<file path="config.mk">
export PLATFORM = sky130hd
export DESIGN_NAME = melody_sequencer
export DESIGN_NICKNAME = d
export VERILOG_FILES = /design/src/rtl/melody_pkg.sv /design/src/rtl/melody_rom.sv /design/src/rtl/melody_sequencer.sv
export SDC_FILE = /design/constraint.sdc
export NUM_CORES = 1
export LEC_CHECK = 0
export CORE_UTILIZATION = 45
export CTS_BUF_LIST = sky130_fd_sc_hd__clkbuf_8
export CTS_CLUSTER_DIAMETER = 150
export CTS_CLUSTER_SIZE = 20
export DETAILED_ROUTE_END_ITERATION = 7
export PLACE_DENSITY = 0.66
export SLEW_MARGIN = 5
export SYNTH_ARGS = -nofsm -noshare
export SYNTH_HDL_FRONTEND = slang
export SYNTH_SLANG_ARGS = --single-unit
</file>
<file path="constraint.sdc">
create_clock -name system_clock -period 2.4 [get_ports system_clock]
set_input_delay 0.24 -clock system_clock [delete_from_list [all_inputs] [get_ports system_clock]]
set_output_delay 0.24 -clock system_clock [all_outputs]
set_load 0.03 [all_outputs]
</file>
<file path="src/rtl/melody_pkg.sv">
// rtl/melody_pkg.sv - shared state encodings, note codes and tone periods for the melody sequencer
package melody_pkg;

  localparam int DUR_W   = 2;
  localparam int CODE_W  = 3;
  localparam int ENTRY_W = DUR_W + CODE_W;

  typedef struct packed {
    logic [DUR_W-1:0]  dur;
    logic [CODE_W-1:0] code;
  } rom_entry_t;

  localparam logic [1:0] ST_IDLE = 2'd0;
  localparam logic [1:0] ST_LOAD = 2'd1;
  localparam logic [1:0] ST_PLAY = 2'd2;
  localparam logic [1:0] ST_GAP  = 2'd3;

  localparam logic [CODE_W-1:0] REST = 3'd0;
  localparam logic [CODE_W-1:0] N_DO = 3'd1;
  localparam logic [CODE_W-1:0] N_RE = 3'd2;
  localparam logic [CODE_W-1:0] N_MI = 3'd3;
  localparam logic [CODE_W-1:0] N_FA = 3'd4;
  localparam logic [CODE_W-1:0] N_SO = 3'd5;
  localparam logic [CODE_W-1:0] N_LA = 3'd6;
  localparam logic [CODE_W-1:0] N_XI = 3'd7;

  // Tone periods in 50 MHz system clocks
  localparam logic [17:0] P_DO = 18'd190839;
  localparam logic [17:0] P_RE = 18'd170068;
  localparam logic [17:0] P_MI = 18'd151515;
  localparam logic [17:0] P_FA = 18'd143266;
  localparam logic [17:0] P_SO = 18'd127551;
  localparam logic [17:0] P_LA = 18'd113636;
  localparam logic [17:0] P_XI = 18'd101214;

endpackage

</file>
<file path="src/rtl/melody_rom.sv">
// rtl/melody_rom.sv - 16x5 melody ROM with registered read, one cycle latency
module melody_rom
  import melody_pkg::*;
(
  input  logic               clk,
  input  logic               rst_n,
  input  logic [3:0]         addr,
  output logic [ENTRY_W-1:0] data
);

  always_ff @(posedge clk or negedge rst_n) begin
    if (!rst_n) begin
      data <= '0;
    end else begin
      case (addr)
        4'd0:    data <= {2'd0, N_DO};
        4'd1:    data <= {2'd1, REST};
        4'd2:    data <= {2'd0, N_XI};
        4'd3:    data <= {2'd0, N_DO};
        4'd4:    data <= {2'd0, N_SO};
        4'd5:    data <= {2'd0, N_SO};
        4'd6:    data <= {2'd0, N_LA};
        4'd7:    data <= {2'd0, N_LA};
        4'd8:    data <= {2'd1, N_SO};
        4'd9:    data <= {2'd0, N_FA};
        4'd10:   data <= {2'd0, N_FA};
        4'd11:   data <= {2'd0, N_MI};
        4'd12:   data <= {2'd0, N_MI};
        4'd13:   data <= {2'd0, N_RE};
        4'd14:   data <= {2'd0, N_RE};
        default: data <= {2'd3, N_DO};
      endcase
    end
  end

endmodule

</file>
<file path="src/rtl/melody_sequencer.sv">
// rtl/melody_sequencer.sv - steps through the melody ROM and presents tone period/duty per note
module melody_sequencer
  import melody_pkg::*;
#(
  parameter logic [24:0] BEAT_COUNT_MAX = 25'd24_999_999,
  // Held at counter width so the 2.5M-clock default gap is representable
  parameter logic [24:0] GAP_CYCLES     = 25'd2_500_000,
  parameter logic [4:0]  MELODY_LEN     = 5'd16
) (
  input  logic        system_clock,
  input  logic        system_reset_n,
  input  logic        start,
  input  logic        stop,
  input  logic        loop_en,
  output logic [17:0] note_period,
  output logic [16:0] note_duty,
  output logic        note_valid,
  output logic [3:0]  step_index,
  output logic        busy,
  output logic        done
);

  logic [1:0]         state;
  logic [24:0]        beat_cnt;
  logic [DUR_W-1:0]   beat_num;
  logic [24:0]        gap_cnt;
  logic [ENTRY_W-1:0] rom_q;
  rom_entry_t         entry;
  logic [17:0]        table_period;
  logic               play_end;
  logic               gap_end;
  logic               step_end;
  logic               last_step;

  melody_rom u_rom (
    .clk   (system_clock),
    .rst_n (system_reset_n),
    .addr  (step_index),
    .data  (rom_q)
  );

  assign entry = rom_entry_t'(rom_q);

  always_comb begin
    table_period = 18'd0;
    case (entry.code)
      N_DO:    table_period = P_DO;
      N_RE:    table_period = P_RE;
      N_MI:    table_period = P_MI;
      N_FA:    table_period = P_FA;
      N_SO:    table_period = P_SO;
      N_LA:    table_period = P_LA;
      N_XI:    table_period = P_XI;
      default: table_period = 18'd0;
    endcase
  end

  assign note_period = (state == ST_PLAY) ? table_period : 18'd0;
  assign note_duty   = note_period[17:1];
  assign note_valid  = (state == ST_PLAY) && (entry.code != REST);
  assign busy        = (state != ST_IDLE);

  assign play_end  = (state == ST_PLAY) && (beat_cnt == BEAT_COUNT_MAX) && (beat_num == entry.dur);
  assign gap_end   = (state == ST_GAP) && (gap_cnt == GAP_CYCLES - 25'd1);
  assign step_end  = (GAP_CYCLES == 25'd0) ? play_end : gap_end;
  assign last_step = ({1'b0, step_index} >= MELODY_LEN - 5'd1);

  always_ff @(posedge system_clock or negedge system_reset_n) begin
    if (!system_reset_n) begin
      state      <= ST_IDLE;
      step_index <= 4'd0;
      beat_cnt   <= 25'd0;
      beat_num   <= '0;
      gap_cnt    <= 25'd0;
      done       <= 1'b0;
    end else begin
      done <= 1'b0;
      if (stop) begin
        state      <= ST_IDLE;
        step_index <= 4'd0;
        beat_cnt   <= 25'd0;
        beat_num   <= '0;
        gap_cnt    <= 25'd0;
      end else begin
        case (state)
          ST_IDLE: begin
            if (start) begin
              state      <= ST_LOAD;
              step_index <= 4'd0;
            end
          end
          ST_LOAD: begin
            state    <= ST_PLAY;
            beat_cnt <= 25'd0;
            beat_num <= '0;
          end
          ST_PLAY: begin
            if (beat_cnt == BEAT_COUNT_MAX) begin
              beat_cnt <= 25'd0;
              if (beat_num == entry.dur) begin
                beat_num <= '0;
                gap_cnt  <= 25'd0;
                if (GAP_CYCLES != 25'd0) state <= ST_GAP;
              end else begin
                beat_num <= beat_num + 1'b1;
              end
            end else begin
              beat_cnt <= beat_cnt + 25'd1;
            end
          end
          default: begin
            gap_cnt <= gap_end ? 25'd0 : gap_cnt + 25'd1;
          end
        endcase

        // Step advance overrides the per-state updates above
        if (step_end) begin
          if (!last_step) begin
            step_index <= step_index + 4'd1;
            state      <= ST_LOAD;
          end else if (loop_en) begin
            step_index <= 4'd0;
            state      <= ST_LOAD;
          end else begin
            step_index <= 4'd0;
            state      <= ST_IDLE;
            done       <= 1'b1;
          end
        end
      end
    end
  end

endmodule

</file>
### Word-level counts from Yosys, hierarchy flattened

Memories as Yosys holds them, arrays and structs flattened. A register that Yosys moved wholly into a read port is not among the register bits.
Cells that the tools add are included.

| storage, ports and cells | value |
|---|---|
| register bits after elaboration | 59 |
| bits in latches | 0 |
| memory bits (writable) | 0 |
| bits in read-only memories | 80 |
| bits of input ports | 5 |
| output and inout port bits | 42 |
| word-level logic and storage cells | 77 |
| memories | 1 |

Memories:

| memory | words | bits a word | read ports | clocked after Yosys merged registers in | wr ports | line | RTL |
|---|---|---|---|---|---|---|---|
| (no name shown) | 16 | 5 | 1 | 1 | 0 | melody_rom.sv:15 | `case (addr)` |

| cells by class | value |
|---|---|
| add/sub/neg operators | 4 |
| multipliers | 0 |
| div/mod/pow operators | 0 |
| $lt $le $gt $ge | 1 |
| eq/ne operators | 19 |
| shifts and indexed selects | 0 |
| muxes and demuxes | 31 |
| bitwise operators | 0 |
| reductions and logical operators | 15 |

Operators by type and width:

| kind | count |
|---|---|
| 25-bit 2-to-1 mux | 6 |
| 18-bit case mux with 7 select lines | 1 |
| 25-bit case mux with 2 select lines | 2 |
| 25-bit by 1-bit adder with 25-bit output, second input constant | 2 |
| 25-bit by 22-bit equality test with 1-bit output, second input constant | 1 |
| 25-bit equality test, second input constant | 1 |
| 4-bit 2-to-1 mux | 5 |
| 18-bit 2-to-1 mux | 1 |
| 2-bit 2-to-1 mux | 8 |
| 3-bit equality test, second input constant | 4 |
| 3-bit nonzero test | 4 |
| 4-bit by 3-bit inequality test with 1-bit output, second input constant | 2 |
| 3-bit by 2-bit equality test with 1-bit output, second input constant | 2 |
| 1-bit 2-to-1 mux | 6 |
| 3-bit by 2-bit inequality test with 1-bit output, second input constant | 2 |
| 2-bit case mux with 3 select lines | 1 |
| 5-bit nonzero test | 1 |
| 4-bit by 1-bit adder with 4-bit output, second input constant | 1 |
| 2-bit equality test, second input constant | 2 |
| 4-bit >= comparator, second input constant | 1 |
| 4-bit inequality test, second input constant | 1 |
| 2-bit case mux with 2 select lines | 1 |
| 2-bit AND reduction | 2 |
| 4-bit AND reduction | 1 |
| 11 further kinds | 12 |

### Longest topological paths before layout

Gate-level depths: netlist of run 1.

| logic depth | value |
|---|---|
| depth after elaboration | 6 |
| depth in mapped cells | 9 |
| mapped depth without buffers | 8 |

### Modules after synthesis

A second synthesis of run 1 with hierarchy kept.

| unflattened totals | value |
|---|---|
| cells, all modules | 496 |
| area total of the unflattened synthesis | 4367.9 um2 |

By module, submodules not included:

| module | instances | cells each | area an instance (um2) | sequential area each (um2) |
|---|---|---|---|---|
| melody_sequencer | 1 | 474 | 4073.9 | 1476.4 |
| melody_rom | 1 | 22 | 294.0 | 125.1 |

### Worst setup path after synthesis of run 1

No wires, ideal clock.

| timing | value |
|---|---|
| path kind | flip-flop to output port |
| from | reg state[0] |
| to | out note_period[0] |
| arrival | 2.081 ns |
| required time | 2.160 ns |
| slack | 0.079 ns |
| cell stages (with the launch flop) | 8 |
| path buffers | 3 |
| cells stage by stage | dfrtp_1 inv_1 ha_1 clkbuf_1 clkbuf_1 nand2_1 a21oi_1 buf_4 |

| on the way | value |
|---|---|
| cells in the longest elaborated chain, start to end | 2 |

Ends and longest elaborated chain:

| element | line | RTL |
|---|---|---|
| start, declared | melody_sequencer.sv:23 | `logic [1:0] state;` |
| start signal, assigned | melody_sequencer.sv:70 | `state <= ST_IDLE;` |
| start signal, assigned | melody_sequencer.sv:79 | `state <= ST_IDLE;` |
| start signal, assigned | melody_sequencer.sv:88 | `state <= ST_LOAD;` |
| 2-bit equality test | melody_sequencer.sv:58 | `assign note_period = (state == ST_PLAY) ? table_period : 18'd0;` |
| 18-bit 2-to-1 mux | melody_sequencer.sv:58 |  |
| end, declared | melody_sequencer.sv:15 | `output logic [17:0] note_period,` |

No other way between the ends.

### Worst setup path after layout of run 1

| timing | value |
|---|---|
| from | reg state[0] |
| to | out note_period[12] |

Same word-level chain as after synthesis.

==> impl_metrics.toml, run 1 <==
[setup_path]
crit_start = "state[0]"
r2r_slack_ns = 0.17
crit_path_max_fanout = 13
r2r_end = "gap_cnt[16]"
cp.arrival_ns = 2.04
r2r_cells = 8
cp.required_ns = 2.16
critPathLaunchType = "flop"
worstSetupPathType = "flop to primary output"
r2r_start = "beat_cnt[0]"
cp-end-kind = "primary output"

[placement]
pre_cts_ws_ns = 0.1594
io_buffers = 46
place_hpwl_mm = 6.372
dpl_cell_area_sq_um = 4509
gp_congestion = 0.8270
post-place-cells = 594

[final_layout]
fin_nets = 515
antenna_cells = 0
stdcell_area_sq_um = 4720
final_layout_size_suffix_gt1_share_pct = 10.36
fin_cells = 610
syn_to_final_growth_pct = 17.11

[route]
drt_wl_total_mm = 8.984
vias = 3473
via_per_inst = 5.693
drt_iter0_drc = 97
drc = 0
post_drt_wl_per_cell_microns = 14.73
dr.pass1.iters = 4
ant_nets = 0

[global_routing]
grt_pass1_vias = 3267
grt_overflow = 0
grt_pass1_wl_mm = 15.41
grt_use_total_pct = 19.90
grt_start_max_net_pins = 65
antenna_found_initial = 0

[clock_network]
htree_levels = 3
ctsHoldBuffers = 0
ctsResizeCount = 19
cts_tree = "yes"
root_buffer = "clkbuf_8"
cts_buffer_depth = 2
post-cts-setup-buffer-count = 0
numCtsBuffers = 9
clk_latency_ns = 0.35
clk_pin_slew_ns = 0.07
cts.sinks = 64

[flow_run]
cap_violations = 0

[floorplanning]
core_area_sq_um = 8678
initial_core_util_pct = 46.44
die_y_microns = 96.64
ios = 47
dieArea_sq_um = 9338
row_count = 34
die_w_microns = 96.64

[power]
p_per_area_nw_per_um2 = 728.3
vdd_drop_max_uv = 424.7
p_leak_nw = 2.190

[logic_synthesis]
synth.area.top_cells = "dfrtp_1, o21ai_0, nor2_1"
syn_area_per_cell_sq_um = 8.667
synth-seq-cells = 64
syn_nets = 483
synth_top_flop_cell = "dfrtp_1"
synth_top_area_share_pct = 39.74
ys_seq_area_share_pct = 39.74
yosysTopAreaCell = "dfrtp_1"
syn_inst = 465
async_flop_share_pct = 100.0
synth-edff-count = 0
ys_warn_count = 0
netlist_area_sq_um = 4030
synthDistinctLibCells = 57

[sta]
fmax_mhz = 437.7
fin_skew_ns = 0.008059
slew_headroom_pct = 45.51
min_period_ns = 2.285
report.final.hold_viol_count = 0
fin_crit_sh_pct = 95.21
finalSetupTns_ns = 0
worst_slack_ns = 0.1151
setup_viol = 0
rsz0062_at_grt = "false"
tightest_slew_ns = 0.8173
drv_slew = 0

[hold_path]
min_path_type = "input port to asynchronous set/reset pin"

[outcome]
status = "finished, final reports clean"
worst max-delay path: stages (launching register included):
cell,delay [ns]
dfrtp_1,0.41
inv_1,0.12
ha_2,0.31
o21a_1,0.17
clkdlybuf4s50_1,0.68
flip-flops by register name, summed over array words and instances (netlist names):
signal,flops
beat_cnt,25
gap_cnt,25
u_rom.data,5
step_index,4
beat_num,2
state,2
done,1
logic make-up (layout without fill, tap and decap cells):
logic type                 Yosys count  in the layout  share of synthesized area, %
muxes                                4              4                         1.025
DFF                                 64             64                         39.74
buffers and inverters               58             95                         7.575
xor gates and xnor gates            21             21                         4.564
adders and majority gates           13             13                         4.036
and+or+nand+nor                    187            187                         25.49
AOI/OAI and AO/OA                  118            118                         17.57
cell type report:
class                      instances  area (sq um)
fill                             829          3959
multi-input combinational        343          2131
sequential                        64          1603
timing repair buffer              66         595.6
clock buffer                      11         151.4
tap                              108         135.1
clock inverter                     5         55.05
inverter                          13         48.80
how the worst max path moves through the flow:
| stage | endpoint | slack, ns | cells past startpoint |
|---|---|---|---|
| 3_5_place_dp | note_period[7] | 0.16 | 5 |
| 3_3_place_gp | note_valid | 0.21 | 5 |
| 4_1_cts | note_period[9] | 0.004 | 4 |
| 2_1_floorplan | note_period[0] | 0.08 | 7 |
| 5_1_grt | note_duty[5] | 0.003 | 4 |
| 6_report | note_period[12] | 0.12 | 4 |
synth_stat cells, types with 3 or more instances:
cell type and number:
and4_1 5, xor2_1 17, or3_1 9, clkbuf_1 19, nand3_1 17, ha_1 13, and3_1 11, o21a_1 4
nor3_1 6, xnor2_1 4, and2_1 9, nor4_1 5, a21oi_1 21, o211ai_1 8, dfrtp_1 64, inv_1 13
a31oi_1 6, nand4_1 15, buf_4 20, nor2b_1 10, buf_2 4, nor4b_1 3, o31ai_1 5, nand2_1 30
o2111ai_1 6, nor2_1 50, mux2i_1 3, o21ai_0 54
where the power goes:
group / internal [W] / total, W / switching [W]
Combinational: 0.000453 / 0.00129 / 0.000835
Sequential: 0.00112 / 0.00118 / 0.0000574
Clock: 0.000532 / 0.000968 / 0.000435
per-layer routing:
metal / track usage (%) / share of wire (%) / vias up
met1: 26.62 / 47 / 1695
met5: 0 / 0 / -
li1: - / - / 1722
met3: 4.624 / 2.7 / 12
met2: 32.67 / 49 / 44
met4: 4.822 / 1.2 / 0
stage by stage:
stage	hold WS (ns)	util (%)	power, W
after global routing	0.1434	54.38	0.003614
after detailed placement	0.4726	51.96	0.002553
after global placement	0.4696	51.96	0.002542
after CTS	0.09468	54.11	0.003462
after floorplan	-0.05559	-	0.002146
final	0.05913	54.38	0.003437
cell usage in the layout (no fill, tap or decap), types with 2 or more instances in the layout:
master | synthesis | routed
nor3_1 | 6 | 5
mux2i_1 | 3 | 3
nor2b_1 | 10 | 10
and3_1 | 11 | 11
clkinv_2 | 0 | 2
o21ai_0 | 54 | 53
nor4b_1 | 3 | 3
nand2_1 | 30 | 30
dlymetal6s2s_1 | 0 | 9
nor3_2 | 1 | 2
a22o_1 | 2 | 2
xnor2_1 | 4 | 4
nand3_1 | 17 | 17
nor4bb_1 | 2 | 2
clkbuf_8 | 0 | 11
dlygate4sd2_1 | 0 | 18
o21ai_1 | 1 | 2
or3_1 | 9 | 9
clkinvlp_4 | 0 | 2
ha_1 | 13 | 12
nor2_1 | 50 | 50
o2111ai_1 | 6 | 6
o31a_1 | 2 | 2
nor4_1 | 5 | 5
xor2_1 | 17 | 17
o21a_1 | 4 | 4
and4_1 | 5 | 5
o31ai_1 | 5 | 5
nand4_1 | 15 | 15
a31oi_1 | 6 | 6
clkdlybuf4s50_1 | 0 | 14
nor3b_1 | 2 | 2
a21oi_1 | 21 | 21
o211ai_1 | 8 | 8
nand2b_1 | 2 | 2
buf_4 | 20 | 24
dfrtp_1 | 64 | 63
and2_1 | 9 | 9
inv_1 | 13 | 13
(Power assumes the default switching activity.)
==> run 2, diff against run 1 <==
CORE_MARGIN = 3   (was unset)
GPL_TIMING_DRIVEN = 0   (was unset)
==> run 2 against run 1 <==
The run now ends with negative hold slack left. Clock-buffer cell count stayed put. Combinational power grew 9%. Final cell count is 3.8% higher. Register-to-register slack worse by 0.099 ns. Clock skew is 0.0044 ns higher.
==> impl_metrics.toml, run 2 (synthesis gave the netlist of run 1 again) <==
[outcome]
status = "finished with violations"
violations = "negative hold slack"

[sta]
tightest_slew_ns = 0.8192
slew_headroom_pct = 45.39
fin_crit_sh_pct = 97.04
fin_skew_ns = 0.01243
hold_slack_ns = -0.01906
setup_viol = 0
rsz0062_at_grt = "true"
report.final.hold_viol_count = 14
min_period_ns = 2.329
drv_slew = 0
fmax_mhz = 429.4

[power]
p_leak_nw = 2.143
seqPwrFrac_pct = 32.5
internal_power_w = 0.002257
p_per_area_nw_per_um2 = 751.5
vdd_drop_max_uv = 408.7
clockPowerShare_pct = 28.9
pwr-share-comb_pct = 38.6
total_power_w = 0.003635
netSwitchingPower_w = 0.001378
p_sw_share_pct = 37.91

[global_routing]
grt_use_total_pct = 20.17
grt_overflow = 0
grt_start_max_net_pins = 65
grt_pass1_wl_mm = 16.53
antenna_found_initial = 0
grt_pass1_vias = 3479

[placement]
io_buffers = 46
place_hpwl_mm = 7.003
gp_congestion = 0.8128
dpl_cell_area_sq_um = 4619

[clock_network]
cts_buffer_depth = 2
cts_tree = "yes"
root_buffer = "clkbuf_8"
numCtsBuffers = 9
htree_levels = 3
clk_pin_slew_ns = 0.07
ctsHoldBuffers = 0
clk_latency_ns = 0.34
cts.sinks = 64

[setup_path]
max_stage_delay_ns = 0.50
cp.required_ns = 2.64
cp.arrival_ns = 2.57
crit_chain = "ha_2 -> and2_4 -> nand4_1 -> buf_4 -> nor3_4 -> o2111ai_1 -> or4_1 -> o311ai_1"
critPathLaunchType = "flop"
cp-end-kind = "flop"
worstSetupPathType = "flop to flop"
cp_slowest_cell = "or4_1"
crit_path_max_fanout = 7

[route]
post_drt_wl_per_cell_microns = 15.54
drt_iter0_drc = 184
vias = 3633
dr.pass1.iters = 5
drt_wl_total_mm = 9.836
drc = 0
via_per_inst = 5.739
ant_nets = 0

[final_layout]
antenna_cells = 0
multi_input_area_sq_um = 2168
register_area_sq_um = 1602
reg_top3 = "beat_cnt (25), gap_cnt (25), u_rom.data (5)"
fill_cells = 780
final_core_util_pct = 57.15
fin_nets = 542
final_cell_mix = "dfrtp_1, o21ai_0, nor2_1"
syn_to_final_growth_pct = 20.02
stdcell_area_sq_um = 4837
final_common_cell = "dfrtp_1"
final_layout_size_suffix_gt1_share_pct = 16.10

[floorplanning]
die_w_microns = 100.6
ios = 47
initial_core_util_pct = 47.61
core_area_sq_um = 8464
dieArea_sq_um = 10130
row_count = 33
die_y_microns = 100.6

[flow_run]
cap_violations = 0

[hold_path]
min_path_type = "input port to asynchronous set/reset pin"
## run 2: worst max-delay path, delay by kind of cell, from the launching register on
family	cells	cell delay, ns
and+or+nand+nor	4	1.12
DFF	1	0.41
AOI/OAI and AO/OA	2	0.28
adders and majority gates	1	0.23
buffers and inverters	1	0.18
## run 2: worst paths after layout
| kind | cells past startpoint | endpoint | slack [ns] | start |
|---|---|---|---|---|
| worst max-delay path | 8 | gap_cnt[15] | 0.07 | beat_cnt[0] |
| worst min-delay path | 1 | beat_cnt[13] | -0.02 | system_reset_n |
| worst max register to register | 8 | gap_cnt[15] | 0.07 | beat_cnt[0] |
| worst min register to register | 1 | beat_cnt[5] | 0.50 | beat_cnt[5] |
| max in group asynchronous | 1 | gap_cnt[3] | 1.86 | system_reset_n |
| min in group system_clock | 2 | done | 0.49 | loop_en |
## run 2: cell type report
type,instances,area share [%]
buffer,45,5.665
clock buffer,11,3.130
clock inverter,4,1.423
inverter,13,1.009
multi-input combinational,343,44.83
sequential,64,33.11
tap,105,2.716
timing repair buffer,48,8.122
## run 2: layer usage
metal | GRT usage [%] | wire [microns] | vias up
met5 | 0 | 0 | -
met4 | 7.358 | 132 | 0
met3 | 3.253 | 338 | 10
met2 | 31.70 | 4816 | 69
met1 | 28.06 | 4549 | 1783
li1 | - | - | 1771
## run 2: power by group through the flow
stage                     registers [W]  clock network [W]  logic (W)
final                           0.00118            0.00105    0.00140
after CTS                       0.00118            0.00107    0.00141
after global placement          0.00120                  0    0.00147
after floorplan                 0.00119                  0   0.000960
after global routing            0.00119            0.00111    0.00152
after detailed placement        0.00120                  0    0.00148
## run 2: what timing repair did
action | CTS | global route
setup endpoints to repair | 61 | 73
resized for setup | 64 | 39
setup buffers | 0 | 2
pin swaps | 0 | 2
endpoints found under the hold margin | 0 | 0
## run 2: metrics by stage
stage	TNS [ns]	hold slack [ns]	instances	setup slack, ns
floorplan	0	-0.05559	465	0.07943
global placement	-81.53	0.4865	616	-1.101
detailed placement	-12.54	0.3991	616	-0.3943
CTS	0	0.01733	631	0.001711
global route	-0.03617	0.04936	633	-0.01967
finish	0	-0.01906	633	0.07103
